[src/rtl/psum_accumulator_pkg.sv]
// Shared widths, FIFO entry payload and arithmetic helpers for psum_accumulator.
// Optional feature macro: PSUM_RELU_EN (negative sums quantize to zero).
package acc_pkg;

  localparam int unsigned TILE_LEN   = 16;
  localparam int unsigned PSUM_W     = 24;
  localparam int unsigned ACC_W      = 32;
  localparam int unsigned OUT_W      = 8;
  localparam int unsigned FIFO_DEPTH = 16;

  // Output clamp bounds at the widened quantizer width
  localparam logic signed [ACC_W:0] Q_MAX = (ACC_W+1)'(2**(OUT_W-1) - 1);
  localparam logic signed [ACC_W:0] Q_MIN = ~Q_MAX;

  typedef struct packed {
    logic                    last;
    logic signed [OUT_W-1:0] data;
  } fifo_entry_t;

  typedef struct packed {
    logic                    sat;
    logic signed [ACC_W-1:0] val;
  } sat_res_t;

  // Signed add clamped to the accumulator range; sat flags any clamp
  function automatic sat_res_t sat_acc(input logic signed [ACC_W-1:0] a,
                                       input logic signed [ACC_W-1:0] b);
    logic signed [ACC_W:0] s;
    sat_res_t r;
    s = {a[ACC_W-1], a} + {b[ACC_W-1], b};
    r.sat = (s[ACC_W] != s[ACC_W-1]);
    if (!r.sat)
      r.val = s[ACC_W-1:0];
    else if (s[ACC_W])
      r.val = {1'b1, {(ACC_W-1){1'b0}}};
    else
      r.val = {1'b0, {(ACC_W-1){1'b1}}};
    return r;
  endfunction

  // Round-half-up arithmetic right shift, then clamp to the output range
  function automatic logic signed [OUT_W-1:0] round_shift_sat(input logic signed [ACC_W-1:0] sum,
                                                               input logic [4:0] shift);
    logic signed [ACC_W:0] ext;
    logic signed [ACC_W:0] rnd;
    logic signed [ACC_W:0] q;
    ext = {sum[ACC_W-1], sum};
`ifdef PSUM_RELU_EN
    if (ext[ACC_W]) ext = '0;
`endif
    rnd = (shift != 5'd0) ? ((ACC_W+1)'(1) << (shift - 5'd1)) : '0;
    q   = (ext + rnd) >>> shift;
    if (q > Q_MAX)
      return Q_MAX[OUT_W-1:0];
    else if (q < Q_MIN)
      return Q_MIN[OUT_W-1:0];
    else
      return q[OUT_W-1:0];
  endfunction

endpackage

[src/rtl/psum_accumulator_if.sv]
// Valid/ready result port toward the output writer.
interface psum_accumulator_if #(
  parameter int unsigned OUT_W = acc_pkg::OUT_W
);
  logic                    out_valid;
  logic                    out_ready;
  logic signed [OUT_W-1:0] out_data;
  logic                    out_last;

  modport master (output out_valid, output out_data, output out_last, input out_ready);
  modport slave  (input out_valid, input out_data, input out_last, output out_ready);
endinterface

[src/rtl/psum_accumulator_fifo.sv]
// Synchronous first-word-fall-through FIFO; a push into a full FIFO is
// accepted only when a pop happens in the same cycle.
module psum_out_fifo #(
  parameter int unsigned WIDTH = 9,
  parameter int unsigned DEPTH = 16
) (
  input  logic             clk,
  input  logic             rst_n,
  input  logic             clr,
  input  logic             push,
  input  logic             pop,
  input  logic [WIDTH-1:0] wdata,
  output logic [WIDTH-1:0] rdata_c,
  output logic             full_c,
  output logic             empty_c
);
  localparam int unsigned AW = $clog2(DEPTH);

  logic [WIDTH-1:0] mem [DEPTH];
  logic [AW:0]      wr_ptr;
  logic [AW:0]      rd_ptr;
  logic             do_push_c;
  logic             do_pop_c;

  // Status flags, accepted operations and head word
  always_comb begin
    empty_c   = (wr_ptr == rd_ptr);
    full_c    = (wr_ptr[AW] != rd_ptr[AW]) && (wr_ptr[AW-1:0] == rd_ptr[AW-1:0]);
    do_pop_c  = pop && !empty_c;
    do_push_c = push && (!full_c || do_pop_c);
    rdata_c   = mem[rd_ptr[AW-1:0]];
  end

  // Read/write pointers with wrap bit
  always_ff @(posedge clk or negedge rst_n) begin
    if (!rst_n) begin
      wr_ptr <= '0;
      rd_ptr <= '0;
    end else if (clr) begin
      wr_ptr <= '0;
      rd_ptr <= '0;
    end else begin
      if (do_push_c) wr_ptr <= wr_ptr + 1'b1;
      if (do_pop_c)  rd_ptr <= rd_ptr + 1'b1;
    end
  end

  // Storage; contents are only observed behind a non-empty head
  always_ff @(posedge clk) begin
    if (do_push_c && !clr) mem[wr_ptr[AW-1:0]] <= wdata;
  end

endmodule

[src/rtl/psum_accumulator.sv]
// Accumulates a tile of partial sums over channel passes and quantizes the
// final pass into a result FIFO. Optional macro: PSUM_RELU_EN.
module psum_accumulator
  import acc_pkg::*;
#(
  parameter int unsigned TILE_LEN   = acc_pkg::TILE_LEN,
  parameter int unsigned PSUM_W     = acc_pkg::PSUM_W,
  parameter int unsigned ACC_W      = acc_pkg::ACC_W,
  parameter int unsigned OUT_W      = acc_pkg::OUT_W,
  parameter int unsigned FIFO_DEPTH = acc_pkg::FIFO_DEPTH
) (
  input  logic                     clk,
  input  logic                     rst_n,
  input  logic                     start_conv,
  input  logic [4:0]               cfg_shift,
  input  logic                     p_valid,
  input  logic                     last_chanel,
  input  logic signed [PSUM_W-1:0] psum_in,
  input  logic                     end_conv,
  psum_accumulator_if.master       out_if,
  output logic                     acc_sat,
  output logic                     ovf_err,
  output logic                     done
);
  localparam int unsigned    IDX_W    = $clog2(TILE_LEN);
  localparam logic [IDX_W-1:0] IDX_LAST = IDX_W'(TILE_LEN - 1);

  logic [4:0]              shift_q;
  logic [IDX_W-1:0]        idx;
  logic                    first_pass;
  logic signed [ACC_W-1:0] acc_mem [TILE_LEN];
  logic                    q_valid;
  fifo_entry_t             q_entry;
  logic                    pending_done;

  logic                    beat_c;
  logic signed [ACC_W-1:0] psum_ext_c;
  sat_res_t                add_c;
  logic signed [ACC_W-1:0] sum_c;
  logic                    done_c;
  logic                    fifo_full_c;
  logic                    fifo_empty_c;
  logic                    fifo_pop_c;
  fifo_entry_t             head_c;

  // Beat qualification and the running sum for the current entry
  always_comb begin
    beat_c     = p_valid && !start_conv;
    psum_ext_c = {{(ACC_W-PSUM_W){psum_in[PSUM_W-1]}}, psum_in};
    add_c      = sat_acc(acc_mem[idx], psum_ext_c);
    sum_c      = first_pass ? psum_ext_c : add_c.val;
    fifo_pop_c = out_if.out_valid && out_if.out_ready;
    done_c     = pending_done && !q_valid && fifo_empty_c;
  end

  // Entry index, pass tracking and latched shift
  always_ff @(posedge clk or negedge rst_n) begin
    if (!rst_n) begin
      shift_q    <= '0;
      idx        <= '0;
      first_pass <= 1'b1;
    end else if (start_conv) begin
      shift_q    <= cfg_shift;
      idx        <= '0;
      first_pass <= 1'b1;
    end else if (p_valid) begin
      idx <= (idx == IDX_LAST) ? '0 : idx + 1'b1;
      if (idx == IDX_LAST) first_pass <= last_chanel;
    end
  end

  // Accumulator array; first pass overwrites so no reset is needed
  always_ff @(posedge clk) begin
    if (beat_c && !last_chanel) acc_mem[idx] <= sum_c;
  end

  // Quantizer register feeding the FIFO
  always_ff @(posedge clk or negedge rst_n) begin
    if (!rst_n) begin
      q_valid <= 1'b0;
      q_entry <= '0;
    end else if (start_conv) begin
      q_valid <= 1'b0;
    end else begin
      q_valid <= p_valid && last_chanel;
      if (p_valid && last_chanel) begin
        q_entry.last <= (idx == IDX_LAST);
        q_entry.data <= round_shift_sat(sum_c, shift_q);
      end
    end
  end

  // Sticky error flags and completion pulse
  always_ff @(posedge clk or negedge rst_n) begin
    if (!rst_n) begin
      acc_sat      <= 1'b0;
      ovf_err      <= 1'b0;
      pending_done <= 1'b0;
      done         <= 1'b0;
    end else if (start_conv) begin
      acc_sat      <= 1'b0;
      ovf_err      <= 1'b0;
      pending_done <= 1'b0;
      done         <= 1'b0;
    end else begin
      if (beat_c && !first_pass && add_c.sat) acc_sat <= 1'b1;
      if (q_valid && fifo_full_c && !fifo_pop_c) ovf_err <= 1'b1;
      done <= done_c;
      if (end_conv)    pending_done <= 1'b1;
      else if (done_c) pending_done <= 1'b0;
    end
  end

  psum_out_fifo #(
    .WIDTH ($bits(fifo_entry_t)),
    .DEPTH (FIFO_DEPTH)
  ) u_fifo (
    .clk     (clk),
    .rst_n   (rst_n),
    .clr     (start_conv),
    .push    (q_valid),
    .pop     (fifo_pop_c),
    .wdata   (q_entry),
    .rdata_c (head_c),
    .full_c  (fifo_full_c),
    .empty_c (fifo_empty_c)
  );

  // Head of FIFO presented with zeroed payload while empty
  assign out_if.out_valid = !fifo_empty_c;
  assign out_if.out_data  = fifo_empty_c ? '0 : OUT_W'(head_c.data);
  assign out_if.out_last  = !fifo_empty_c && head_c.last;

endmodule
[src/flat_wrapper.sv]
// flat-port wrapper written by rule: the top's interface ports become plain ports
module psum_accumulator_flat import acc_pkg::*;
#(
  parameter int unsigned TILE_LEN   = acc_pkg::TILE_LEN,
  parameter int unsigned PSUM_W     = acc_pkg::PSUM_W,
  parameter int unsigned ACC_W      = acc_pkg::ACC_W,
  parameter int unsigned OUT_W      = acc_pkg::OUT_W,
  parameter int unsigned FIFO_DEPTH = acc_pkg::FIFO_DEPTH
)
  (clk, rst_n, start_conv, cfg_shift, p_valid, last_chanel, psum_in, end_conv, acc_sat, ovf_err, done, out_if_out_valid, out_if_out_data, out_if_out_last, out_if_out_ready);
  psum_accumulator_if #(.OUT_W(OUT_W)) out_if_i ();
  input  logic clk;
  input  logic rst_n;
  input  logic start_conv;
  input  logic [4:0] cfg_shift;
  input  logic p_valid;
  input  logic last_chanel;
  input  logic signed [PSUM_W-1:0] psum_in;
  input  logic end_conv;
  output logic acc_sat;
  output logic ovf_err;
  output logic done;
  output wire logic [$bits(out_if_i.out_valid)-1:0] out_if_out_valid;
  output wire logic [$bits(out_if_i.out_data)-1:0] out_if_out_data;
  output wire logic [$bits(out_if_i.out_last)-1:0] out_if_out_last;
  input wire logic [$bits(out_if_i.out_ready)-1:0] out_if_out_ready;
  assign out_if_out_valid = out_if_i.out_valid;
  assign out_if_out_data = out_if_i.out_data;
  assign out_if_out_last = out_if_i.out_last;
  assign out_if_i.out_ready = out_if_out_ready;
  psum_accumulator #(.TILE_LEN(TILE_LEN), .PSUM_W(PSUM_W), .ACC_W(ACC_W), .OUT_W(OUT_W), .FIFO_DEPTH(FIFO_DEPTH)) u_core (.clk(clk), .rst_n(rst_n), .start_conv(start_conv), .cfg_shift(cfg_shift), .p_valid(p_valid), .last_chanel(last_chanel), .psum_in(psum_in), .end_conv(end_conv), .out_if(out_if_i), .acc_sat(acc_sat), .ovf_err(ovf_err), .done(done));
endmodule
[config.mk]
export PLATFORM = sky130hd
export DESIGN_NAME = psum_accumulator_flat
export DESIGN_NICKNAME = d
export VERILOG_FILES = /design/src/rtl/psum_accumulator_pkg.sv /design/src/rtl/psum_accumulator_if.sv /design/src/rtl/psum_accumulator_fifo.sv /design/src/rtl/psum_accumulator.sv /design/src/flat_wrapper.sv
export SDC_FILE = /design/constraint.sdc
export NUM_CORES = 1
export LEC_CHECK = 0
export CAP_MARGIN = 10
export CORE_ASPECT_RATIO = 0.7
export CORE_MARGIN = 2
export CORE_UTILIZATION = 45
export CTS_BUF_LIST = sky130_fd_sc_hd__clkbuf_8
export CTS_CLUSTER_DIAMETER = 50
export DETAILED_ROUTE_END_ITERATION = 10
export PLACE_DENSITY = 0.59
export SYNTH_ARGS = -nofsm -noshare
export SYNTH_HDL_FRONTEND = slang
export SYNTH_SLANG_ARGS = --single-unit
export TNS_END_PERCENT = 1
[constraint.sdc]
create_clock -name clk -period 12.06 [get_ports clk]
set_input_delay 1.206 -clock clk [delete_from_list [all_inputs] [get_ports clk]]
set_output_delay 1.206 -clock clk [all_outputs]
set_load 0.02 [all_outputs]
### After elaboration in Yosys (flattened, before gate mapping)

Memories as Yosys holds them, arrays and structs flattened.
Cells that the tools add are included.

* flip-flop bits (word level): 34
* RAM bits: 656
* input bits: 36
* output and inout bits: 13
* word-level logic and storage cells: 93
* memories kept: 2

* add/subtract/negate cells: 6
* order comparisons: 2
* equality and inequality tests: 5
* shift operators: 2
* muxes and demuxes: 30
* bitwise logic cells: 1
* reductions and logical operators: 33

Memory list
* u_core.acc_mem: depth 16, width 32, rd ports 1, clocked after memory_dff 0, write ports 1, RTL line psum_accumulator.sv:31 `logic signed [ACC_W-1:0] acc_mem [TILE_LEN];`
* u_core.u_fifo.mem: depth 16, width 9, rd ports 1, clocked after memory_dff 0, write ports 1, RTL line psum_accumulator_fifo.sv:19 `logic [WIDTH-1:0] mem [DEPTH];`

Operators with widths (number)
* $mux 32: 3
* $add 32x24->33: 1
* $add 32x33->33: 1
* $gt 33x8->1 const B: 1
* $lt 33x8->1 const B: 1
* $mux 33: 1
* $shl 1x5->33 const A: 1
* $sshr 33x5->33: 1
* $mux 8: 3
* $mux 5: 4
* $mux 1: 16
* $logic_and 1x1->1: 15
* $mux 4: 3
* $reduce_bool 2->1: 6
* $add 5x1->5 const B: 2
* $logic_not 1->1: 7
* $eq 5x5->1: 1
* $reduce_bool 5->1: 1
* $sub 5x1->5 const B: 1
* $add 4x1->4 const B: 1
* $eq 4x4->1: 1
* $eq 4x4->1 const B: 1
* $reduce_and 2->1: 2
* $reduce_bool 3->1: 1
* other kinds (3): 4

### Longest topological paths before layout

An unclocked memory read counts as a cell.

* depth after elaboration: 10
* depth in mapped cells: 38

### Hierarchy

A second synthesis with hierarchy kept.

* cells, all modules: 2151
* area, all modules: 33188.1 um^2

By module, submodules not included
* psum_accumulator: times used 1, cells each 1863, area each 27000.9 um^2
* psum_out_fifo: times used 1, cells each 288, area each 6187.2 um^2

### Worst setup path after synthesis

No wires, ideal clock.

* path type: reg2reg
* from: reg u_core.idx[0]
* to: reg u_core.q_entry[2] (netlist name)
* arrival time: 9.339 ns
* required time: 11.912 ns
* slack: 2.573 ns
* stages on the path, launching flop included: 37
* buffers on the path: 4
* clock period less this slack: 9.487 ns
* cells stage by stage: dfrtp_1 clkbuf_1 clkbuf_1 buf_1 mux4_2 mux4_2 ha_1 a21o_1 a21o_1 a21o_1 a21oi_1 o21ai_0 and4_1 nor2_1 a211oi_1 o21bai_1 mux2i_1 nand2_1 clkbuf_1 nor2_1 o31ai_1 ha_1 inv_1 fa_1 nand2b_1 a21oi_2 o2111ai_1 a311oi_1 a211oi_1 mux2_2 a21oi_1 mux2i_1 a211o_1 a2111oi_2 nand4_1 o31ai_4 o2111ai_1

* longest elaborated chain between the ends: 10
* elaborated cells on any way between the ends: 12
* those cells by class: add/sub: 2; order compare: 2; eq/ne: 1; shift: 1; mux: 5; memory: 1

Ends and longest elaborated chain
* start: declaration: RTL line psum_accumulator.sv:29 `logic [IDX_W-1:0] idx;`
* start signal: assignment: RTL line psum_accumulator.sv:67 `idx <= (idx == IDX_LAST) ? '0 : idx + 1'b1;`
* $mem_v2 16x32 (*)
* $add 32x24->33 (*): RTL line psum_accumulator_pkg.sv:30 `s = {a[ACC_W-1], a} + {b[ACC_W-1], b};`
* $mux 32 or $ne 1x1->1 (tied branches): RTL line psum_accumulator_pkg.sv:34, psum_accumulator_pkg.sv:31
* $mux 32 (*): RTL line psum_accumulator_pkg.sv:32 `if (!r.sat)`
* $mux 32 (*): RTL line psum_accumulator.sv:51 `sum_c = first_pass ? psum_ext_c : add_c.val;`
* named net u_core.sum_c[0]: RTL line psum_accumulator.sv:39 `logic signed [ACC_W-1:0] sum_c;`
* $add 32x33->33 (*): RTL line psum_accumulator_pkg.sv:52 `q = (ext + rnd) >>> shift;`
* $sshr 33x5->33 (*): RTL line psum_accumulator_pkg.sv:52
* $lt 33x8->1: RTL line psum_accumulator_pkg.sv:55 `else if (q < Q_MIN)`
* $mux 8: RTL line psum_accumulator_pkg.sv:55
* $mux 8 (*): RTL line psum_accumulator_pkg.sv:53 `if (q > Q_MAX)`
* end: declaration: RTL line psum_accumulator.sv:33 `fifo_entry_t q_entry;`

Mark *: on every way through the listed nets, which the timed path passes. The rest lies on a longest branch.
A chain may end at the register's enable or synchronous reset.

### Worst setup path in the final report

* from: reg u_core.idx[0]
* to: reg u_core.q_entry[0] (netlist name)

The elaborated chain is that of the path after synthesis.

==> reports/qor.yml <==
synth:
  ys.warnings.count: 0
  synth_edf_count: 656
  synth_common_cells: "656 x edfxtp_1, 219 x mux4_2, 153 x nor2_1"
  yosysTopAreaCellShare_pct: 58.73
  synth_cell_type_count: 102
  yosysMostFrequentCell: "edfxtp_1"
  synth-main-ff-cell: "edfxtp_1"
  yosysTopAreaCell: "edfxtp_1"
  synthTopCellsByArea: "edfxtp_1 59%, mux4_2 15%, ha_1 2.7%"
  synthArstFlopShare_pct: 4.928
  syn-cell-area_um2: 33540
  postSynthCellCount: 2183
  synth_seq_cells: 690
  synth.avg_cell_area_um2: 15.37
  ys_seq_area_share_pct: 61.27
  synthesis.nets: 2294
pwr:
  combPwrFrac_pct: 14.4
  vdd_drop_max_mv: 0.1006
  p_leak_nw: 12.37
  p_int_mw: 3.849
  pwr-share-clk_pct: 33.8
  power_density_nw_per_um2: 140.7
  seq_power_share_pct: 51.9
  switching_power_mw: 1.407
  switching_share_pct: 26.77
floorplan:
  die_x_um: 330.3
  initial_utilization_pct: 45.62
  core-area_um2: 73530
  die_area_um2: 76770
  ios: 49
  rows: 83
  die_y_um: 232.4
drt:
  dr_total_vias: 20460
  wire_per_inst_um: 26.41
  viasPerCell: 6.121
  drt_iter0_markers: 2475
  ant_nets: 0
  drcViolationCount: 2
  drtPass1Iterations: 8
  drt_wl_total_um: 88280
global_route:
  grt_first_pass_wirelength_um: 132100
  antenna_found_initial: 1
  grt_pass1_vias: 20070
  grt_max_degree: 67
  groute.usage.overall_pct: 23.34
  overflow: 0
sta:
  relSlewSlack_pct: 28.48
  fin_worst_skew_ns: 0.04904
  worst_pin_slew_ns: 1.073
  hold_viol_final: 0
  min_period_ns: 11.10
  slew_viol_final: 0
  finalSetupViolations: 0
  fin_crit_sh_pct: 92.06
  timing.fmax_ghz: 0.09007
  rsz0062_at_grt: "no"
  fin_ws_ns: 0.9571
  setup_tns_ns: 0
clocking:
  post-cts-setup-buffer-count: 0
  tritoncts: "built"
  cts_resized: 0
  insertion_delay_ns: 0.73
  cts_max_path_buffers: 3
  clock-root-buffer: "clkbuf_8"
  clk_pin_slew_ns: 0.07
  clkSinkCount: 690
  htreeDepth: 3
  cts_buffers: 104
  ctsHoldBuffers: 0
cells_and_area:
  fin_cells: 3342
  design_area_um2: 37360
  area_growth_pct: 11.38
  regArea_um2: 20560
  fin_nets: 2394
  multiInputGateArea_um2: 12410
  fillers: 6098
  final_util_pct: 50.81
  layout-drive-gt1-share_pct: 21.62
run:
  cap_violations: 0
placement:
  pre_cts_ws_ns: 1.216
  gp_congestion: 0.8835
  placed_cell_area_um2: 35430
  dp.cells: 3153
  dp_hpwl_um: 56060
  io_buffers: 48
outcome:
  violations: "design-rule violations"
  status: "complete, but fails checks"
hold_path:
  hp-class: "reg -> reg"
critical_path:
  cp_slowest_cell: "dfrtp_4"
  worst_path_dominant_cell_family: "compound AO/OA/AOI/OAI gates"
  required_ns: 12.69
  cp-end-kind: "flip-flop"
  arrival_ns: 11.73
  timing.critical_path.buf_inv: 2
  crit_path_start_kind: "flip-flop"
  path_common_cell: "a21oi_1"
  max_stage_delay_ns: 0.98
  cp_max_fo: 39
  critical_path_class: "reg -> reg"
## final timing paths
kind / from / to / slack, ns / cells after the start
worst min register to register: u_core.acc_sat / u_core.acc_sat / 0.51 / 1
min in group asynchronous: rst_n / u_core.acc_sat / 0.61 / 1
max in group asynchronous: rst_n / u_core.idx[2] / 10.75 / 1
worst min-delay path: u_core.acc_sat / u_core.acc_sat / 0.51 / 1
worst max-delay path: u_core.idx[0] / u_core.q_entry[0] / 0.96 / 32
worst max register to register: u_core.idx[0] / u_core.q_entry[0] / 0.96 / 32
## metrics by stage
stage | hold slack [ns] | power (mW)
global route | 0.5461 | 5.463
detailed placement | 0.5041 | 3.518
global placement | 0.4859 | 3.511
CTS | 0.5154 | 5.294
floorplan | 0.4689 | 3.279
finish | 0.5150 | 5.255
## power by group through the flow
stage	registers, mW	logic, mW	clock network, mW
finish	2.72	0.755	1.78
global route	2.73	0.815	1.92
CTS	2.73	0.745	1.82
detailed placement	2.78	0.741	0
global placement	2.77	0.738	0
floorplan	2.74	0.537	0
## registers in the layout (all words and copies together) (netlist names), 4 cells and up
signal,cells
u_core.u_fifo.mem,144
u_core.u_fifo.wr_ptr,5
u_core.q_entry,9
u_core.u_fifo.rd_ptr,5
u_core.idx,4
u_core.shift_q,5
u_core.acc_mem,512
## worst register-to-register path: cells and delay by family, from the launching register on
kind / cells / cell delay, ns
muxes: 4 / 1.61
adders and majority gates: 2 / 0.70
and+or+nand+nor: 7 / 1.69
AOI/OAI and AO/OA: 17 / 5.34
buffers and inverters: 2 / 0.70
DFF: 1 / 0.98
## layout by cell type, fill, tap and decap left out, types with 29 or more instances in the layout
master           instances
nand2_1                120
clkbuf_8               109
inv_1                   81
a211oi_1                30
mux4_2                 219
o211ai_1                32
o21ai_0                 53
nor2_1                 142
xnor2_1                 34
buf_4                   71
ha_1                    73
nand3_1                 41
clkdlybuf4s50_1         47
nor2b_1                 29
a21oi_1                 96
nor3_1                  32
edfxtp_1               656
## kinds of logic (layout without fill, tap and decap cells)
kind of cell    count (synthesis)  count (layout)  share of synthesized area, %
buf+inv                       180             361                         2.141
other cells                     1               2                       0.01118
mux                           255             255                         15.83
simple gates                  506             506                         7.341
compound gates                418             418                         9.031
flops                         690             690                         61.27
xor+xnor                       58              58                         1.537
fa+ha+maj                      75              75                         2.842
## layout make-up
class | count | share of cell area, %
Sequential cell | 690 | 55.05
Multi-Input combinational cell | 1313 | 33.22
Clock buffer | 109 | 4.016
Tap cell | 977 | 3.272
Timing Repair Buffer | 121 | 2.807
Clock inverter | 78 | 1.102
Inverter | 53 | 0.5325
Antenna cell | 1 | 0.006698
## metal layers
layer / GRT usage (%) / wire, um / vias up
met5: 0 / 0 / -
met4: 4.850 / 1488 / 0
met3: 4.467 / 7021 / 124
met2: 32.57 / 37220 / 845
met1: 37.68 / 42550 / 10470
li1: - / - / 9018
Note: power is estimated with default switching activity, not from simulation.
==> variant (same settings) <==
Register the output `ovf_err` once more, without a reset; this adds one clock of latency there. The other outputs are not delayed to match.
--- a/src/rtl/psum_accumulator.sv
+++ b/src/rtl/psum_accumulator.sv
@@ -25,4 +25,6 @@
   localparam int unsigned    IDX_W    = $clog2(TILE_LEN);
   localparam logic [IDX_W-1:0] IDX_LAST = IDX_W'(TILE_LEN - 1);
+
+  logic ovf_err_s0;
 
   logic [4:0]              shift_q;
@@ -95,15 +97,15 @@
     if (!rst_n) begin
       acc_sat      <= 1'b0;
-      ovf_err      <= 1'b0;
+      ovf_err_s0   <= 1'b0;
       pending_done <= 1'b0;
       done         <= 1'b0;
     end else if (start_conv) begin
       acc_sat      <= 1'b0;
-      ovf_err      <= 1'b0;
+      ovf_err_s0   <= 1'b0;
       pending_done <= 1'b0;
       done         <= 1'b0;
     end else begin
       if (beat_c && !first_pass && add_c.sat) acc_sat <= 1'b1;
-      if (q_valid && fifo_full_c && !fifo_pop_c) ovf_err <= 1'b1;
+      if (q_valid && fifo_full_c && !fifo_pop_c) ovf_err_s0 <= 1'b1;
       done <= done_c;
       if (end_conv)    pending_done <= 1'b1;
@@ -132,3 +134,7 @@
   assign out_if.out_last  = !fifo_empty_c && head_c.last;
 
+  always_ff @(posedge clk) begin
+    ovf_err <= ovf_err_s0;
+  end
+
 endmodule
Check against the original RTL: no difference found for any inputs over 4 cycles, from zero or initial values and one cycle with rst_n low; that may be too few to reach the edited logic, so the function may still have changed.
==> variant against the original RTL <==
Clock skew down 0.010 ns; power down 0.23%; wire length down 0.18%; count of clock-buffer cells in the layout down 3; sequential cell count up 1; critical path depth down 2; synthesized area about the same; design area about the same; setup slack worse by 0.069 ns; critical path type unchanged; largest power group unchanged.
==> variant: results <==
outcome:
  status: "complete, no violations"
setup_path:
  critical-path-max-stage-delay_ns: 0.95
  arrival_ns: 11.80
  timing.rr.start: "u_core.idx[1]$_DFFE_PN0P_"
  cp_max_fo: 71
  crit_end: "u_core.q_entry[4]$_DFFE_PN0P_"
global_route:
  antenna_found_initial: 0
  grt_pass1_wl_mm: 132
  grt_use_total_pct: 23.3
  grt_pass1_vias: 20300
  grt_start_max_net_pins: 72
placement:
  globalplace.congestion: 0.910
  dp_slack_ns: 1.01
  dp.cells: 3157
  hpwl_mm: 55.4
  placed_area_um2: 35500
drt:
  dr.first_iter.drc_count: 2555
  wire_per_inst_um: 26.3
  drt_pre_antenna_iters: 6
cells_and_area:
  diodes: 0
  drive_above_1_share_pct: 21.5
  finish.instance_area_um2: 37400
  seqCellArea_um2: 20600
  multi_input_area_share_pct: 33.2
  final-nonclk-buf-share_pct: 2.90
  n_fill_cell: 6138
  buffers: 124
  clockNetworkAreaShare_pct: 5.05
power:
  p_int_mw: 3.83
  leakage_nw: 12.4
  vdd_drop_max_v: 0.000107
  total_power_mw: 5.24
timing:
  finalClockSkew_ns: 0.0389
  fmax_ghz: 0.0895
  tightestPinTransition_ns: 1.09
yosys:
  synth.distinct_cells: 103
  synth_async_sr_flop_share_pct: 4.92
  synth_cells: 2184
  syn-num-nets: 2295
min_path:
  hold_end: "u_core.ovf_err$_DFF_P_"
  hold_path_depth: 0
clocking:
  clock-sinks: 691
  root_buffer: "clkbuf_8"
  numCtsBuffers: 105
-- variant: changes by cell type after synthesis --
cell / before / now
dfxtp_1: 0 / 1
-- variant: layer usage --
layer | share of wire (%) | global-route usage [%] | vias to the layer above
li1 | - | - | 9021
met1 | 47 | 36.3 | 10600
met2 | 43 | 33.4 | 823
met3 | 8.1 | 4.89 | 122
met4 | 1.8 | 5.49 | 0
met5 | 0 | 0 | -
-- variant: what timing repair did --
action,CTS,global route
buffers inserted,0,1
setup endpoints to repair,0,4
endpoints found under the hold margin,0,0
-- variant: kinds of logic (layout without fill, tap and decap cells) --
logic type               count (synthesis)  in the layout  share of synthesized area (%)
XOR/XNOR                                58             58                           1.54
AO/OA/AOI/OAI                          418            418                           9.03
adder cells (fa/ha/maj)                 75             75                           2.84
multiplexers                           255            255                           15.8
other                                    1              1                         0.0112
AND/OR/NAND/NOR                        506            506                           7.34
buffers and inverters                  180            371                           2.14
flip-flops                             691            691                           61.3
